### config.mk
export PLATFORM = sky130hd
export DESIGN_NAME = bayer_line_reader_flat
export DESIGN_NICKNAME = d
export VERILOG_FILES = /design/src/rtl/vga_timing_pkg.sv /design/src/rtl/bayer_line_reader_if.sv /design/src/rtl/bayer_2x2.sv /design/src/rtl/bayer_line_reader.sv /design/src/flat_wrapper.sv
export SDC_FILE = /design/constraint.sdc
export NUM_CORES = 1
export LEC_CHECK = 0
export BUFFER_PORTS_ARGS = -buffer_cell sky130_fd_sc_hd__buf_2
export CORE_UTILIZATION = 45
export CTS_CLUSTER_SIZE = 25
export DETAILED_ROUTE_END_ITERATION = 10
export GPL_ROUTABILITY_DRIVEN = 0
export GPL_TIMING_DRIVEN = 0
export PLACE_DENSITY_LB_ADDON = 0.12
export SLEW_MARGIN = 20
export SYNTH_ARGS = -nofsm -noshare
export SYNTH_HDL_FRONTEND = slang
export SYNTH_SLANG_ARGS = --single-unit
### constraint.sdc
create_clock -name VGA_CLK -period 6.4 [get_ports VGA_CLK]
set_input_delay 0.64 -clock VGA_CLK [delete_from_list [all_inputs] [get_ports VGA_CLK]]
set_output_delay 0.64 -clock VGA_CLK [all_outputs]
set_load 0.02 [all_outputs]
### src/rtl/vga_timing_pkg.sv
// Shared VGA timing defaults, FSM state types, Bayer parity encoding and
// the green-average helper used by the line reader and its demosaic stage.
package vga_timing_pkg;

  localparam int H_SYNC_D  = 96;
  localparam int H_BACK_D  = 48;
  localparam int H_ACT_D   = 640;
  localparam int H_FRONT_D = 16;
  localparam int V_SYNC_D  = 2;
  localparam int V_BACK_D  = 33;
  localparam int V_ACT_D   = 480;
  localparam int V_FRONT_D = 10;

  typedef enum logic [1:0] {H_SYNC_S, H_BACK_S, H_ACT_S, H_FRONT_S} h_state_t;
  typedef enum logic [1:0] {V_SYNC_S, V_BACK_S, V_ACT_S, V_FRONT_S} v_state_t;

  // Bayer site parity, encoded as {y[0], x[0]}
  typedef enum logic [1:0] {PAR_00 = 2'b00, PAR_01 = 2'b01,
                            PAR_10 = 2'b10, PAR_11 = 2'b11} parity_t;

  typedef struct packed {
    logic hs;
    logic vs;
    logic de;
  } sync_t;

  localparam sync_t SYNC_RST = '{hs: 1'b1, vs: 1'b1, de: 1'b0};

  function automatic logic [7:0] avg8(input logic [11:0] a, input logic [11:0] b);
    logic [12:0] s;
    logic [11:0] h;
    s = {1'b0, a} + {1'b0, b};
    h = s[12:1];
    return h[11:4];
  endfunction

endpackage

### src/rtl/bayer_line_reader_if.sv
// Line-buffer read port plus demosaiced VGA output bundle of bayer_line_reader.
interface bayer_line_reader_if;
  logic [11:0] taps0x;
  logic [11:0] taps1x;
  logic        READ_Request;
  logic [12:0] READ_Cont;
  logic [12:0] V_Cont;
  logic [7:0]  oVGA_R;
  logic [7:0]  oVGA_G;
  logic [7:0]  oVGA_B;
  logic        oVGA_HS;
  logic        oVGA_VS;
  logic        oVGA_DE;

  modport slave (
    input  taps0x, taps1x,
    output READ_Request, READ_Cont, V_Cont,
    output oVGA_R, oVGA_G, oVGA_B, oVGA_HS, oVGA_VS, oVGA_DE
  );

  modport master (
    output taps0x, taps1x,
    input  READ_Request, READ_Cont, V_Cont,
    input  oVGA_R, oVGA_G, oVGA_B, oVGA_HS, oVGA_VS, oVGA_DE
  );
endinterface

### src/rtl/bayer_2x2.sv
// 2x2 Bayer demosaic: current/previous column taps of two lines in, one
// registered RGB pixel out; output is zero whenever the input is not valid.
module bayer_2x2
  import vga_timing_pkg::*;
(
  input  logic        i_clk,
  input  logic        i_rst,
  input  logic        i_vld,
  input  parity_t     i_par,
  input  logic [11:0] i_cur0,
  input  logic [11:0] i_cur1,
  output logic [7:0]  o_r,
  output logic [7:0]  o_g,
  output logic [7:0]  o_b
);
  logic [11:0] r_prev0, r_prev1;
  logic [7:0]  r_r, r_g, r_b;
  logic [7:0]  w_r, w_g, w_b;

  always_comb begin
    w_r = i_cur0[11:4];
    w_g = avg8(r_prev0, i_cur1);
    w_b = r_prev1[11:4];
    case (i_par)
      PAR_01: begin
        w_r = r_prev0[11:4];
        w_g = avg8(i_cur0, r_prev1);
        w_b = i_cur1[11:4];
      end
      PAR_10: begin
        w_r = i_cur1[11:4];
        w_g = avg8(r_prev1, i_cur0);
        w_b = r_prev0[11:4];
      end
      PAR_11: begin
        w_r = r_prev1[11:4];
        w_g = avg8(i_cur1, r_prev0);
        w_b = i_cur0[11:4];
      end
      default: ;
    endcase
  end

  // prev taps fall to zero between lines so column 0 sees an empty neighbour
  always_ff @(posedge i_clk) begin
    if (i_rst) begin
      r_prev0 <= '0;
      r_prev1 <= '0;
      r_r     <= '0;
      r_g     <= '0;
      r_b     <= '0;
    end else begin
      r_prev0 <= i_vld ? i_cur0 : 12'd0;
      r_prev1 <= i_vld ? i_cur1 : 12'd0;
      r_r     <= i_vld ? w_r : 8'd0;
      r_g     <= i_vld ? w_g : 8'd0;
      r_b     <= i_vld ? w_b : 8'd0;
    end
  end

  assign o_r = r_r;
  assign o_g = r_g;
  assign o_b = r_b;

endmodule

### src/rtl/bayer_line_reader.sv
// VGA timing generator that reads a two-line Bayer buffer and emits RGB.
// Optional BAYER_MIRROR_EN: horizontally mirrored read with swapped column parity.
module bayer_line_reader
  import vga_timing_pkg::*;
#(
  parameter int H_SYNC  = H_SYNC_D,
  parameter int H_BACK  = H_BACK_D,
  parameter int H_ACT   = H_ACT_D,
  parameter int H_FRONT = H_FRONT_D,
  parameter int V_SYNC  = V_SYNC_D,
  parameter int V_BACK  = V_BACK_D,
  parameter int V_ACT   = V_ACT_D,
  parameter int V_FRONT = V_FRONT_D
)(
  input  logic                VGA_CLK,
  input  logic                RESET,
  bayer_line_reader_if.slave  bus
);
`ifdef BAYER_MIRROR_EN
  localparam logic MIRROR = 1'b1;
`else
  localparam logic MIRROR = 1'b0;
`endif

  h_state_t    r_h_state, w_h_state_nxt;
  logic [11:0] r_h_cnt, w_h_cnt_nxt, w_h_last;
  v_state_t    r_v_state, w_v_state_nxt;
  logic [12:0] r_v_cnt, w_v_cnt_nxt, w_v_last;
  logic        w_h_end, w_line_end, w_act_nxt;

  logic        r_req, r_x0;
  logic [12:0] r_cont, r_vcont;
  parity_t     r_par_d1;
  sync_t [2:1] r_sync_pipe;
  sync_t       w_sync;

  always_ff @(posedge VGA_CLK) begin
    if (RESET) begin
      r_h_state <= H_SYNC_S;
      r_h_cnt   <= '0;
      r_v_state <= V_SYNC_S;
      r_v_cnt   <= '0;
    end else begin
      r_h_state <= w_h_state_nxt;
      r_h_cnt   <= w_h_cnt_nxt;
      r_v_state <= w_v_state_nxt;
      r_v_cnt   <= w_v_cnt_nxt;
    end
  end

  always_comb begin
    w_h_last = 12'(H_SYNC - 1);
    case (r_h_state)
      H_BACK_S:  w_h_last = 12'(H_BACK - 1);
      H_ACT_S:   w_h_last = 12'(H_ACT - 1);
      H_FRONT_S: w_h_last = 12'(H_FRONT - 1);
      default: ;
    endcase
    w_h_end       = (r_h_cnt == w_h_last);
    w_line_end    = w_h_end && (r_h_state == H_FRONT_S);
    w_h_state_nxt = r_h_state;
    w_h_cnt_nxt   = r_h_cnt + 12'd1;
    if (w_h_end) begin
      w_h_cnt_nxt = '0;
      case (r_h_state)
        H_SYNC_S: w_h_state_nxt = H_BACK_S;
        H_BACK_S: w_h_state_nxt = H_ACT_S;
        H_ACT_S:  w_h_state_nxt = H_FRONT_S;
        default:  w_h_state_nxt = H_SYNC_S;
      endcase
    end
  end

  // vertical machine steps only on the line boundary (HFRONT -> HSYNC)
  always_comb begin
    w_v_last = 13'(V_SYNC - 1);
    case (r_v_state)
      V_BACK_S:  w_v_last = 13'(V_BACK - 1);
      V_ACT_S:   w_v_last = 13'(V_ACT - 1);
      V_FRONT_S: w_v_last = 13'(V_FRONT - 1);
      default: ;
    endcase
    w_v_state_nxt = r_v_state;
    w_v_cnt_nxt   = r_v_cnt;
    if (w_line_end) begin
      w_v_cnt_nxt = r_v_cnt + 13'd1;
      if (r_v_cnt == w_v_last) begin
        w_v_cnt_nxt = '0;
        case (r_v_state)
          V_SYNC_S: w_v_state_nxt = V_BACK_S;
          V_BACK_S: w_v_state_nxt = V_ACT_S;
          V_ACT_S:  w_v_state_nxt = V_FRONT_S;
          default:  w_v_state_nxt = V_SYNC_S;
        endcase
      end
    end
  end

  assign w_act_nxt = (w_h_state_nxt == H_ACT_S) && (w_v_state_nxt == V_ACT_S);

  always_comb begin
    w_sync.hs = (r_h_state != H_SYNC_S);
    w_sync.vs = (r_v_state != V_SYNC_S);
    w_sync.de = r_req;
  end

  // Read port is registered from next-state so it lines up with the FSM cycle
  always_ff @(posedge VGA_CLK) begin
    if (RESET) begin
      r_req       <= 1'b0;
      r_cont      <= '0;
      r_vcont     <= '0;
      r_x0        <= 1'b0;
      r_par_d1    <= PAR_00;
      r_sync_pipe <= {SYNC_RST, SYNC_RST};
    end else begin
      r_req   <= w_act_nxt;
      r_cont  <= !w_act_nxt ? 13'd0 :
                 MIRROR     ? 13'(H_ACT - 1) - {1'b0, w_h_cnt_nxt} : {1'b0, w_h_cnt_nxt};
      r_vcont <= (w_v_state_nxt == V_ACT_S) ? w_v_cnt_nxt : 13'd0;
      r_x0    <= w_h_cnt_nxt[0];
      r_par_d1       <= parity_t'({r_vcont[0], r_x0 ^ MIRROR});
      r_sync_pipe[1] <= w_sync;
      r_sync_pipe[2] <= r_sync_pipe[1];
    end
  end

  // taps arrive one cycle after the address; stage 1 of the sync pipe is that cycle
  bayer_2x2 u_demosaic (
    .i_clk  (VGA_CLK),
    .i_rst  (RESET),
    .i_vld  (r_sync_pipe[1].de),
    .i_par  (r_par_d1),
    .i_cur0 (bus.taps0x),
    .i_cur1 (bus.taps1x),
    .o_r    (bus.oVGA_R),
    .o_g    (bus.oVGA_G),
    .o_b    (bus.oVGA_B)
  );

  assign bus.READ_Request = r_req;
  assign bus.READ_Cont    = r_cont;
  assign bus.V_Cont       = r_vcont;
  assign bus.oVGA_HS      = r_sync_pipe[2].hs;
  assign bus.oVGA_VS      = r_sync_pipe[2].vs;
  assign bus.oVGA_DE      = r_sync_pipe[2].de;

endmodule
### src/flat_wrapper.sv
// flat-port wrapper written by rule: the top's interface ports become plain ports
module bayer_line_reader_flat import vga_timing_pkg::*;
#(
  parameter int H_SYNC  = H_SYNC_D,
  parameter int H_BACK  = H_BACK_D,
  parameter int H_ACT   = H_ACT_D,
  parameter int H_FRONT = H_FRONT_D,
  parameter int V_SYNC  = V_SYNC_D,
  parameter int V_BACK  = V_BACK_D,
  parameter int V_ACT   = V_ACT_D,
  parameter int V_FRONT = V_FRONT_D
)
  (VGA_CLK, RESET, bus_taps0x, bus_taps1x, bus_READ_Request, bus_READ_Cont, bus_V_Cont, bus_oVGA_R, bus_oVGA_G, bus_oVGA_B, bus_oVGA_HS, bus_oVGA_VS, bus_oVGA_DE);
  bayer_line_reader_if bus_i ();
  input  logic VGA_CLK;
  input  logic RESET;
  input wire logic [$bits(bus_i.taps0x)-1:0] bus_taps0x;
  input wire logic [$bits(bus_i.taps1x)-1:0] bus_taps1x;
  output wire logic [$bits(bus_i.READ_Request)-1:0] bus_READ_Request;
  output wire logic [$bits(bus_i.READ_Cont)-1:0] bus_READ_Cont;
  output wire logic [$bits(bus_i.V_Cont)-1:0] bus_V_Cont;
  output wire logic [$bits(bus_i.oVGA_R)-1:0] bus_oVGA_R;
  output wire logic [$bits(bus_i.oVGA_G)-1:0] bus_oVGA_G;
  output wire logic [$bits(bus_i.oVGA_B)-1:0] bus_oVGA_B;
  output wire logic [$bits(bus_i.oVGA_HS)-1:0] bus_oVGA_HS;
  output wire logic [$bits(bus_i.oVGA_VS)-1:0] bus_oVGA_VS;
  output wire logic [$bits(bus_i.oVGA_DE)-1:0] bus_oVGA_DE;
  assign bus_i.taps0x = bus_taps0x;
  assign bus_i.taps1x = bus_taps1x;
  assign bus_READ_Request = bus_i.READ_Request;
  assign bus_READ_Cont = bus_i.READ_Cont;
  assign bus_V_Cont = bus_i.V_Cont;
  assign bus_oVGA_R = bus_i.oVGA_R;
  assign bus_oVGA_G = bus_i.oVGA_G;
  assign bus_oVGA_B = bus_i.oVGA_B;
  assign bus_oVGA_HS = bus_i.oVGA_HS;
  assign bus_oVGA_VS = bus_i.oVGA_VS;
  assign bus_oVGA_DE = bus_i.oVGA_DE;
  bayer_line_reader #(.H_SYNC(H_SYNC), .H_BACK(H_BACK), .H_ACT(H_ACT), .H_FRONT(H_FRONT), .V_SYNC(V_SYNC), .V_BACK(V_BACK), .V_ACT(V_ACT), .V_FRONT(V_FRONT)) u_core (.VGA_CLK(VGA_CLK), .RESET(RESET), .bus(bus_i));
endmodule
---- Word level (Yosys, flattened, before mapping) ----
Index checks and enable logic that the tools add are counted.
cells by class
  bitwise operators ....................... 3
  mux-type cells .......................... 13
  $add $sub $neg .......................... 4
  reductions and logical operators ........ 10
  eq/ne operators ......................... 13
operator list
  cell                   count
  $pmux 8 s3             2
  $pmux 10 s3            1
  $pmux 9 s3             1
  $add 12x12->13         2
  $mux 13                2
  $eq 2x2->1 const B     8
  $add 13x1->13 const B  1
  $eq 13x9->1            1
  $add 12x1->12 const B  1
  $eq 12x10->1           1
  $mux 12                1
  $pmux 2 s3             2
  $mux 8                 1
  $reduce_or 2->1        4
  $eq 2x1->1 const B     3
  $mux 2                 3
  $logic_not 2->1        2
  $reduce_bool 2->1      2
  $not 1->1              3
  $logic_and 1x1->1      2
storage, ports and cells
  bits of input ports ..................... 26
  register bits after elaboration ......... 113
  output and inout bits ................... 54

---- Depth between registers and ports, before layout ----
Gate-level depths: netlist of run 1.
  depth in word-level cells ............... 9
  depth in mapped cells ................... 10
  mapped depth without buffers ............ 8

---- Modules after synthesis ----
Synthesis of run 1 repeated with hierarchy kept, for this count alone.
second synthesis, totals
  cells, all modules ...................... 522
  area total of the unflattened synthesis .. 4918.5 sq um
modules (own cells, without submodules)
  module             cells each  sequential area each (sq um)  area each (sq um)  times used
  bayer_line_reader  270         1261.2                        2577.5             1
  bayer_2x2          252         960.9                         2341.0             1

---- Worst setup path after synthesis of run 1 ----
OpenSTA, ideal clock, no wires.
  path type ............................... register to register
  from .................................... register u_core.r_h_state[0]
  to ...................................... register u_core.r_vcont[12] (netlist: u_core.bus.V_Cont[12])
  setup slack ............................. 4.008 ns
  arrival ................................. 2.312 ns
  library setup time ...................... 0.079 ns
  required time ........................... 6.321 ns
  clock period less this slack ............ 2.392 ns
  buffers on the path ..................... 0
  stages on the path, launching flop included .. 9
  path through ............................ dfxtp_1 -> inv_1 -> ha_1 -> xnor2_1 -> and4_1 -> o211ai_2 -> or4_4 -> or3_1 -> a211oi_2
on the way
  longest elaborated chain between the ends .. 8
  elaborated cells between the ends (all ways) .. 11
RTL lines
  element                                   RTL line                                          source
  start: declaration                        bayer_line_reader.sv:25                           h_state_t r_h_state, w_h_state_nxt;
  start signal: assignment                  bayer_line_reader.sv:44                           r_h_state <= w_h_state_nxt;
  $eq 2x2->1, or another cell as far along  bayer_line_reader.sv:53, bayer_line_reader.sv:60
  $pmux 10 s3                               bayer_line_reader.sv:53                           case (r_h_state)
  $eq 12x10->1                              bayer_line_reader.sv:59                           w_h_end = (r_h_cnt == w_h_last);
  $logic_and 1x1->1 *                       bayer_line_reader.sv:60                           w_line_end = w_h_end && (r_h_state == H_FRONT_S);
  $mux 2                                    bayer_line_reader.sv:85                           if (w_line_end) begin
  $eq 2x2->1                                bayer_line_reader.sv:120                          r_vcont <= (w_v_state_nxt == V_ACT_S) ? w_v_cnt_nxt : 13'd0;
  $not 1->1 (no source line)                -
  $reduce_or 2->1 (no source line)          -
  end signal: assignment                    bayer_line_reader.sv:120
  end: declaration                          bayer_line_reader.sv:32                           logic [12:0] r_cont, r_vcont;
Mark *: on every way between the ends. The rest lies on a longest branch, timed or not.
A chain may end at the register's enable or synchronous reset.

---- Worst setup path after layout of run 1 ----
  from .................................... register u_core.r_h_state[0]
  to ...................................... register u_core.r_vcont[6] (netlist: u_core.bus.V_Cont[6])
The elaborated chain is that of the path after synthesis.

==> reports/metrics.csv, run 1 <==
metric;value;unit
syn_nets;597;
Clock Tree Buf Depth;2;
Core ar.;10500;um2
Placed Cells;750;
Worst-Margin Slew;0.707;ns
hold_buf cts;0;
peak supply drop;180;uV
CP Capture Type;register;
most frequent cells in the layout;dfxtp_1 (111), buf_2 (81), nor2_1 (76);
top_reg_cell synth;dfxtp_1;
Sum Neg Setup Slack;0;ns
Initial Utilization;47.0;%
grt ovf;0;
Hold Path Depth;1;
fmax;0.356;GHz
Final min period;2.81;ns
All-Layer GR Usage;21.3;%
WP data required;6.67;ns
Power Density;206;nW/um2
depth of the most critical reg-to-reg path;9;
final net count;686;
crit start category;register;
FP Rows;37;
Post-CTS Setup Bufs;0;
Syn Area/Cell;9.18;um2
sequential element share of the synthesized area;45.1;%
Die H;107;um
Hold Crit Class;reg -> reg;
Cells after Synth;536;
CTS Buf Count;9;
library cells used by synthesis;58;
final setup violation count;0;
r2r setup slk;3.59;ns
max-slew violation count;0;
hold path startpoint;u_core.r_sync_pipe[1]$_SDFF_PP1_;
via count;4164;
Routed WL;11.4;mm
dominant cells by area after synthesis;dfxtp_1 (45%), ha_1 (8.9%), nor2_1 (5.8%), a21oi_1 (3.6%), and2_1 (3.3%);
die width;107;um
ANT cells;0;
Placed Instance Area;5480;um2
DRC Markers;0;
Max Clock Skew;0.0131;ns
dominant cell type by area after synthesis;dfxtp_1;
P_leak;2.38;nW
Post-synth EDFFs;0;
share of the synthesized area in the top cell type;45.1;%
RSZ-0062 raised after global routing;no;
Ports;80;
Root Driver;clkbuf_8;
final std cells w/o fill;766;
IO buf count;78;
initial antenna violation count;0;
netlist area before placement;4920;um2
#FFs+latches synth;111;
CTS tree;built;
Post-synth ARST share;0;%
reg2reg end;u_core.bus.V_Cont[6]$_SDFF_PP0_;
Starting DRT DRC Count;249;
crit path kind;reg -> reg;
Worst Hold End;u_core.bus.oVGA_VS$_SDFF_PP1_;
Post-CTS Resized;0;
DRT Pass-1 Iters;7;
clk slew on worst S/H paths;0.10;ns
Via-to-Cell Ratio;5.44;
layout cells sized above 1;17.0;%
run status;completed;
final hold vios;0;
commonest non-fill, non-tap cell in the layout;dfxtp_1;
vias in the first global route;3951;
Clock Sinks;111;
first-pass GRT wire length;18.8;mm
Skew-Pair Late Insertion Delay;0.39;ns
CP Data Arrival Time;3.08;ns
final core utilization;54.2;%
largest net degree at the start of global routing;19;
post-DP HPWL;8.50;mm
design area;5670;um2
maximum fanout along the worst path;10;
final worst path period share;43.9;%
max-cap violation count;0;
wire length per cell;14.8;um
H-tree depth;3;
Layout area overhead;15.2;%
DIE AREA;11400;um2
DRT antenna net count;0;
Yosys warnings;0;
r2r startpoint;u_core.r_h_state[0]$_SDFF_PP0_;
max_slew headroom;52.9;%
-- synthesized netlist by cell type (all sizes together), types with 2 or more instances --
library cell,count
dfxtp,111
nor2,76
a21oi,35
ha,35
and2,26
clkbuf,24
nor3,23
nand2,21
xnor2,18
a222oi,16
inv,13
nor4,13
nand3,12
xor2,10
o21ai,9
nand4,8
and3,7
nor2b,6
or2,6
a211oi,5
mux2i,5
nor3b,5
or3,5
buf,4
nand2b,4
a211o,3
nor4b,3
a21boi,2
a21o,2
a31o,2
a31oi,2
and3b,2
and4,2
o211ai,2
o21bai,2
or4,2
-- critical path, cell delays in order (launching register included) --
cell	delay (ns)
dfxtp_1	0.39
inv_1	0.10
ha_1	0.34
xnor2_1	0.21
o211ai_1	0.15
nor2_1	0.42
a21oi_1	0.16
nor2_1	0.51
buf_2	0.33
nor3_1	0.08
-- how the worst max path moves through the flow --
stage	to	slack, ns	depth (start not counted)	from
global placement	u_core.bus.V_Cont[1]$_SDFF_PP0_	3.61	9	u_core.r_h_state[0]$_SDFF_PP0_
global route	u_core.bus.V_Cont[10]$_SDFF_PP0_	3.23	9	u_core.r_h_state[0]$_SDFF_PP0_
floorplan	u_core.bus.V_Cont[12]$_SDFF_PP0_	4.01	8	u_core.r_h_state[0]$_SDFF_PP0_
CTS	u_core.bus.V_Cont[1]$_SDFF_PP0_	3.57	9	u_core.r_h_state[0]$_SDFF_PP0_
finish	u_core.bus.V_Cont[6]$_SDFF_PP0_	3.59	9	u_core.r_h_state[0]$_SDFF_PP0_
detailed placement	u_core.bus.V_Cont[6]$_SDFF_PP0_	3.59	10	u_core.r_h_state[0]$_SDFF_PP0_
-- metrics by stage --
stage,hold WS [ns],power [mW],setup WS (ns)
6_report,0.428,1.17,3.59
5_1_grt,0.441,1.22,3.23
4_1_cts,0.432,1.18,3.57
3_5_place_dp,0.401,0.773,3.59
3_3_place_gp,0.400,0.772,3.61
2_1_floorplan,0.389,0.748,4.01
-- kinds of logic (layout without fill, tap and decap cells) --
group | Yosys count | count (layout) | share of synthesized area (%)
AOI/OAI and AO/OA | 90 | 90 | 12.8
adders and majority gates | 35 | 35 | 8.90
buffers and inverters | 41 | 135 | 3.28
and+or+nand+nor | 224 | 224 | 23.6
other | 1 | 1 | 0.0762
DFF | 111 | 111 | 45.1
xor gates and xnor gates | 28 | 28 | 4.98
muxes | 6 | 6 | 1.25
-- per-layer routing --
metal  up-vias  GRT usage, %  routed length (um)
met4         0          8.02                 260
met5         -             0                   0
met2       122          37.3                5670
li1       2078             -                   -
met1      1943          24.5                4770
met3        21          6.02                 673
-- registers in the layout, indices dropped and copies added, names as in the netlist --
signal	count
u_core.r_par_d1	2
u_core.r_h_cnt	12
u_core.u_demosaic.o_g	8
u_core.bus.V_Cont	13
u_core.r_h_state	2
u_core.bus.READ_Request	1
u_core.u_demosaic.o_r	8
u_core.u_demosaic.r_prev1	12
u_core.r_sync_pipe	3
u_core.r_v_cnt	13
u_core.u_demosaic.r_prev0	12
u_core.bus.oVGA_HS	1
u_core.r_v_state	2
u_core.bus.READ_Cont	12
u_core.bus.oVGA_VS	1
u_core.u_demosaic.o_b	8
u_core.bus.oVGA_DE	1
-- power by group --
| group | internal (mW) | switching, mW |
|---|---|---|
| sequential | 0.693 | 0.00182 |
| clock | 0.168 | 0.242 |
| combinational | 0.0236 | 0.0386 |
-- cell type report --
type / instances / area (um2)
Buffer: 28 / 113
Clock buffer: 12 / 155
Clock inverter: 4 / 33.8
Fill cell: 1011 / 4790
Inverter: 13 / 48.8
Multi-Input combinational cell: 384 / 2540
Sequential cell: 111 / 2220
Tap cell: 136 / 170
Timing Repair Buffer: 78 / 390
No activity file was read; power rests on OpenSTA's default activity.
==> run 2: changes to the inputs <==
==> constraint.sdc (replaced) <==
create_clock -name VGA_CLK -period 2.9 [get_ports VGA_CLK]
set_input_delay 0.29 -clock VGA_CLK [delete_from_list [all_inputs] [get_ports VGA_CLK]]
set_output_delay 0.29 -clock VGA_CLK [all_outputs]
set_load 0.02 [all_outputs]
==> run 2 against run 1 <==
Effect of this change: sequential power increased by 120%; largest cell class unchanged; worst hold slack lost 0.30 ns; sequential share of layout area shrank 0.052 points; largest power group unchanged; maximum frequency grew 5.3%; global-route usage did not move; combinational power rose by 120%; critical endpoint is now u_core.bus.V_Cont[12]$_SDFF_PP0_; clock power up 120%.
==> reports/metrics.csv, run 2 (same netlist as run 1, synthesis figures left out) <==
metric;value;unit;change
hold_buf cts;0;;unchanged
ANT cells;0;;unchanged
DRT antenna net count;0;;unchanged
final worst path period share;92.0;%;+48 points
grt ovf;0;;unchanged
internal power;1.95;mW;+120%
Place WS;0.0857;ns;-3.50 ns
vias in the first global route;3951;;unchanged
post-DP HPWL;8.50;mm;unchanged
Core ar.;10500;um2;unchanged
peak supply drop;397;uV;+120%
Routed WL;11.3;mm;-0.71%
CP Capture Type;register;;
FP Rows;37;;unchanged
die width;107;um;unchanged
largest net degree at the start of global routing;19;;unchanged
crit path kind;reg -> reg;;
max-cap violation count;0;;unchanged
commonest non-fill, non-tap cell in the layout;dfxtp_1;;
final net count;686;;unchanged
Via-to-Cell Ratio;5.45;;+0.26%
Die H;107;um;unchanged
Clock Sinks;111;;unchanged
CTS tree;built;;
Skew-Pair Late Insertion Delay;0.39;ns;about the same
max-slew violation count;0;;unchanged
layout cells sized above 1;17.6;%;+0.63 points
max_slew headroom;53.0;%;+0.11 points
final hold vios;0;;unchanged
CTS Buf Count;9;;unchanged
WP data required;3.22;ns;-3.45 ns
final core utilization;54.3;%;+0.072 points
fmax;0.375;GHz;+5.3%
DRT Pass-1 Iters;6;;-1
clk slew on worst S/H paths;0.10;ns;about the same
clock share of power;35.1;%;about the same
final setup violation count;0;;unchanged
first-pass GRT wire length;18.8;mm;unchanged
Sequential Area;2220;um2;unchanged
Post-CTS Setup Bufs;0;;unchanged
DIE AREA;11400;um2;unchanged
sw frac;24.1;%;-0.11 points
wire length per cell;14.7;um;-0.71%
maximum fanout along the worst path;5;;-5
Power Density;453;nW/um2;+120%
crit start category;register;;
most frequent cells in the layout;dfxtp_1 (111), buf_2 (81), nor2_1 (74);;
Hold Crit Class;in -> reg;;
Max Clock Skew;0.0131;ns;-0.0000187 ns
Reg power frac;59.6;%;about the same
via count;4175;;+0.26%
Comb pwr share;5.3;%;about the same
fillers;1011;;unchanged
Worst-Margin Slew;0.705;ns;-0.00169 ns
Post-CTS Resized;0;;unchanged
Net Switching;0.620;mW;+120%
Clock Tree Buf Depth;2;;unchanged
Placed Instance Area;5480;um2;unchanged
Sum Neg Setup Slack;0;ns;unchanged
initial antenna violation count;0;;unchanged
run status;completed;;
area of the multi-input gates;2540;um2;+0.20%
Starting DRT DRC Count;230;;-7.6%
Ports;80;;unchanged
Root Driver;clkbuf_8;;
RSZ-0062 raised after global routing;no;;
Layout area overhead;15.4;%;
IO buf count;78;;unchanged
All-Layer GR Usage;21.3;%;unchanged
CP Data Arrival Time;2.98;ns;-0.10 ns
DRC Markers;0;;unchanged
final worst slack;0.231;ns;-3.36 ns
design area;5680;um2;+0.13%
H-tree depth;3;;unchanged
Initial Utilization;47.0;%;unchanged
Final min period;2.67;ns;-0.141 ns
P_leak;2.38;nW;+0.29%
[run 2: changes by cell type in the layout (fill, tap and decap cells not counted)]
cell      delta
clkbuf_1     -2
clkbuf_2     +2
nor2_1       -2
nor2_2       +2
[run 2: path summary, 6_finish.rpt]
check | end | cells past startpoint | from | slack, ns
max | u_core.bus.V_Cont[12]$_SDFF_PP0_ | 8 | u_core.r_h_state[0]$_SDFF_PP0_ | 0.23
min | u_core.u_demosaic.r_prev0[2]$_SDFF_PP0_ | 2 | bus_taps0x[2] | 0.12
max reg2reg | u_core.bus.V_Cont[12]$_SDFF_PP0_ | 8 | u_core.r_h_state[0]$_SDFF_PP0_ | 0.23
min reg2reg | u_core.bus.oVGA_VS$_SDFF_PP1_ | 1 | u_core.r_sync_pipe[1]$_SDFF_PP1_ | 0.43
[run 2: worst max-delay path, stage by stage (launching register included)]
cell and delay, ns:
dfxtp_1 0.40, inv_1 0.10, ha_1 0.34, xnor2_1 0.20, and4_1 0.22, o211ai_2 0.15
or4_4 0.54, or3_1 0.39, a211oi_2 0.24
[run 2: power groups by stage]
stage                     Sequential, mW  Combinational [mW]  Clock [mW]
after floorplan                     1.57              0.0806           0
after global placement              1.57               0.134           0
after detailed placement            1.57               0.136           0
after CTS                           1.53               0.137       0.932
after global routing                1.54               0.153       0.999
final                               1.53               0.137       0.903
[run 2: cell type report]
cell class                 count  share of cell area [%]
inverter                      13                   0.859
tap                          136                    3.00
sequential                   111                    39.1
timing repair buffer          78                    6.87
multi-input combinational    384                    44.8
buffer                        28                    2.03
clock buffer                  12                    2.73
clock inverter                 4                   0.595
[run 2: metrics by stage]
stage               hold WS [ns]  instances  power [mW]
floorplan                  0.367        536        1.65
global placement           0.400        750        1.70
detailed placement         0.401        750        1.71
CTS                        0.105        766        2.60
global route               0.111        766        2.69
finish                     0.124        766        2.57
[run 2: per-layer routing]
layer  vias up  global-route usage (%)  part of all wire (%)
met3        19                    6.02                   5.6
met2       123                    37.3                    50
met4         0                    8.02                   2.0
li1       2080                       -                     -
met1      1953                    24.5                    42
met5         -                       0                     0
==> run 3: changes to the inputs <==
--- a/config.mk
+++ b/config.mk
@@ -6,6 +6,7 @@
 export NUM_CORES = 1
 export LEC_CHECK = 0
 export BUFFER_PORTS_ARGS = -buffer_cell sky130_fd_sc_hd__buf_2
+export CORE_ASPECT_RATIO = 0.9
 export CORE_UTILIZATION = 45
 export CTS_CLUSTER_SIZE = 25
 export DETAILED_ROUTE_END_ITERATION = 10
==> run 3 against run 2 <==
Effect of this change: the run now ends with DRC left; sequential share of layout area shrank 0.58 points; cell count shrank 0.91%; clock skew shrank 0.0048 ns; wire length grew 0.57%; total power grew 10%; largest cell class unchanged.
==> reports/metrics.csv, run 3 (same netlist as run 1, synthesis figures left out) <==
metric;value;unit;change
most frequent cells in the layout;dfxtp_1 (111), buf_2 (81), nor2_1 (74);;
CP peak stage delay;0.38;ns;-0.16 ns
vias in the first global route;3929;;-0.56%
clk slew on worst S/H paths;0.07;ns;-0.03 ns
final hold vios;0;;unchanged
Final min period;2.70;ns;+0.0277 ns
Routed WL;11.4;mm;+0.57%
CP most frequent cell;clkbuf_1;;
Clock Sinks;111;;unchanged
Reg power frac;54.1;%;-5.5 points
Net Switching;0.661;mW;+6.5%
crit path kind;reg -> reg;;
final setup violation count;0;;unchanged
clock share of power;41.0;%;+5.9 points
area of the multi-input gates;2540;um2;unchanged
DRT Pass-1 Iters;9;;+3
initial antenna violation count;0;;unchanged
CTS tree;built;;
Starting DRT DRC Count;296;;+29%
Comb pwr share;4.8;%;-0.5 points
largest net degree at the start of global routing;20;;+1
first-pass GRT wire length;18.4;mm;-2.0%
peak supply drop;442;uV;+11%
internal power;2.17;mW;+11%
Initial Utilization;47.2;%;+0.18 points
FP Rows;35;;-5.4%
DIE AREA;11400;um2;about the same
Ports;80;;unchanged
CTS Buf Count;9;;unchanged
Max Clock Skew;0.00831;ns;-0.00481 ns
WP data required;3.10;ns;-0.12 ns
commonest non-fill, non-tap cell in the layout;dfxtp_1;;
sw frac;23.3;%;-0.79 points
Root Driver;clkbuf_16;;
maximum fanout along the worst path;10;;+5
H-tree depth;3;;unchanged
Core ar.;10400;um2;-0.38%
grt ovf;0;;unchanged
Die H;101;um;-5.0%
Post-CTS Setup Bufs;0;;unchanged
max-slew violation count;0;;unchanged
via count;4214;;+0.93%
RSZ-0062 raised after global routing;no;;
wire length per cell;15.0;um;+1.5%
CP Cell Sequence;inv_1, ha_1, xnor2_1, o211ai_1, nor2_1, or2_2, clkbuf_1, clkbuf_1, nor3_1;;
Worst-Margin Slew;0.775;ns;+0.0701 ns
Hold Crit Class;in -> reg;;
Layout area overhead;17.1;%;
r2r setup slk;0.20;ns;-0.03 ns
final net count;686;;unchanged
run status;finished with violations;;
Power Density;492;nW/um2;+8.5%
Sum Neg Setup Slack;0;ns;unchanged
CP Capture Type;register;;
fmax;0.371;GHz;-1.0%
Placed Cells;743;;-0.93%
final worst path period share;93.0;%;+0.96 points
IO buf count;78;;unchanged
crit start category;register;;
final std cells w/o fill;759;;-0.91%
CP Data Arrival Time;2.90;ns;-0.08 ns
All-Layer GR Usage;20.6;%;-0.66 points
Via-to-Cell Ratio;5.55;;+1.9%
Crit-path slowest cell;dfxtp_1;;
crit-path leading delay family;buffers and inverters;;
layout cells sized above 1;17.6;%;unchanged
DRT antenna net count;0;;unchanged
Sequential Area;2220;um2;unchanged
post-DP HPWL;8.48;mm;-0.20%
Clock Tree Buf Depth;2;;unchanged
ANT cells;0;;unchanged
fillers;981;;-3.0%
die width;112;um;+5.3%
max_slew headroom;48.3;%;-4.7 points
DRC Markers;7;;+7
max-cap violation count;0;;unchanged
violated checks;DRC;;
P_leak;2.42;nW;+1.4%
Skew-Pair Late Insertion Delay;0.35;ns;-0.04 ns
Crit path buffers/inverters;3;;+2
[run 3: cell types whose count changed in the layout (fill, tap and decap cells not counted)]
cell	delta
clkbuf_16	+9
clkbuf_2	-1
clkbuf_8	-11
clkinv_2	+1
clkinv_4	+1
clkinv_8	+1
clkinvlp_4	+2
inv_6	-1
inv_8	-1
[run 3: power by group through the flow]
stage	logic, mW	registers [mW]	clock network, mW
after global routing	0.153	1.53	1.25
after floorplan	0.0806	1.57	0
after CTS	0.136	1.53	1.20
after global placement	0.133	1.57	0
after detailed placement	0.135	1.57	0
final	0.137	1.53	1.16
[run 3: cell type report]
class	count	share of cell area (%)
multi-input combinational	384	44.1
timing repair buffer	78	6.77
tap	129	2.80
clock buffer	9	3.91
sequential	111	38.6
buffer	28	1.98
inverter	13	0.847
clock inverter	7	1.02
[run 3: final timing paths]
kind	cells after the start	endpoint	start
worst min register to register	1	u_core.bus.oVGA_VS$_SDFF_PP1_	u_core.r_sync_pipe[1]$_SDFF_PP1_
worst max-delay path	9	u_core.bus.READ_Cont[9]$_SDFF_PP0_	u_core.r_h_state[0]$_SDFF_PP0_
worst max register to register	9	u_core.bus.READ_Cont[9]$_SDFF_PP0_	u_core.r_h_state[0]$_SDFF_PP0_
worst min-delay path	2	u_core.u_demosaic.r_prev0[1]$_SDFF_PP0_	bus_taps0x[1]
[run 3: what timing repair did]
| action | CTS | global route |
|---|---|---|
| hold endpoints to repair | 0 | 0 |
| hold buffers | 0 | 0 |
| gates resized for setup | 0 | 4 |
| setup endpoints to repair | 0 | 16 |
[run 3: through the flow]
stage,hold WS [ns],utilization (%),power (mW),instance area (um2),worst slack [ns]
2_1_floorplan,0.367,-,1.65,4920,0.508
3_3_place_gp,0.400,52.5,1.70,5470,0.114
3_5_place_dp,0.407,52.5,1.71,5470,0.0509
4_1_cts,0.152,55.2,2.87,5760,0.0322
5_1_grt,0.162,55.3,2.94,5760,0.0575
6_report,0.162,55.3,2.83,5760,0.203
[run 3: per-layer routing]
| metal | wire [um] | global-route usage [%] |
|---|---|---|
| met1 | 4930 | 24.3 |
| met3 | 636 | 4.67 |
| met5 | 0 | 0 |
| met4 | 182 | 8.62 |
| met2 | 5610 | 36.6 |
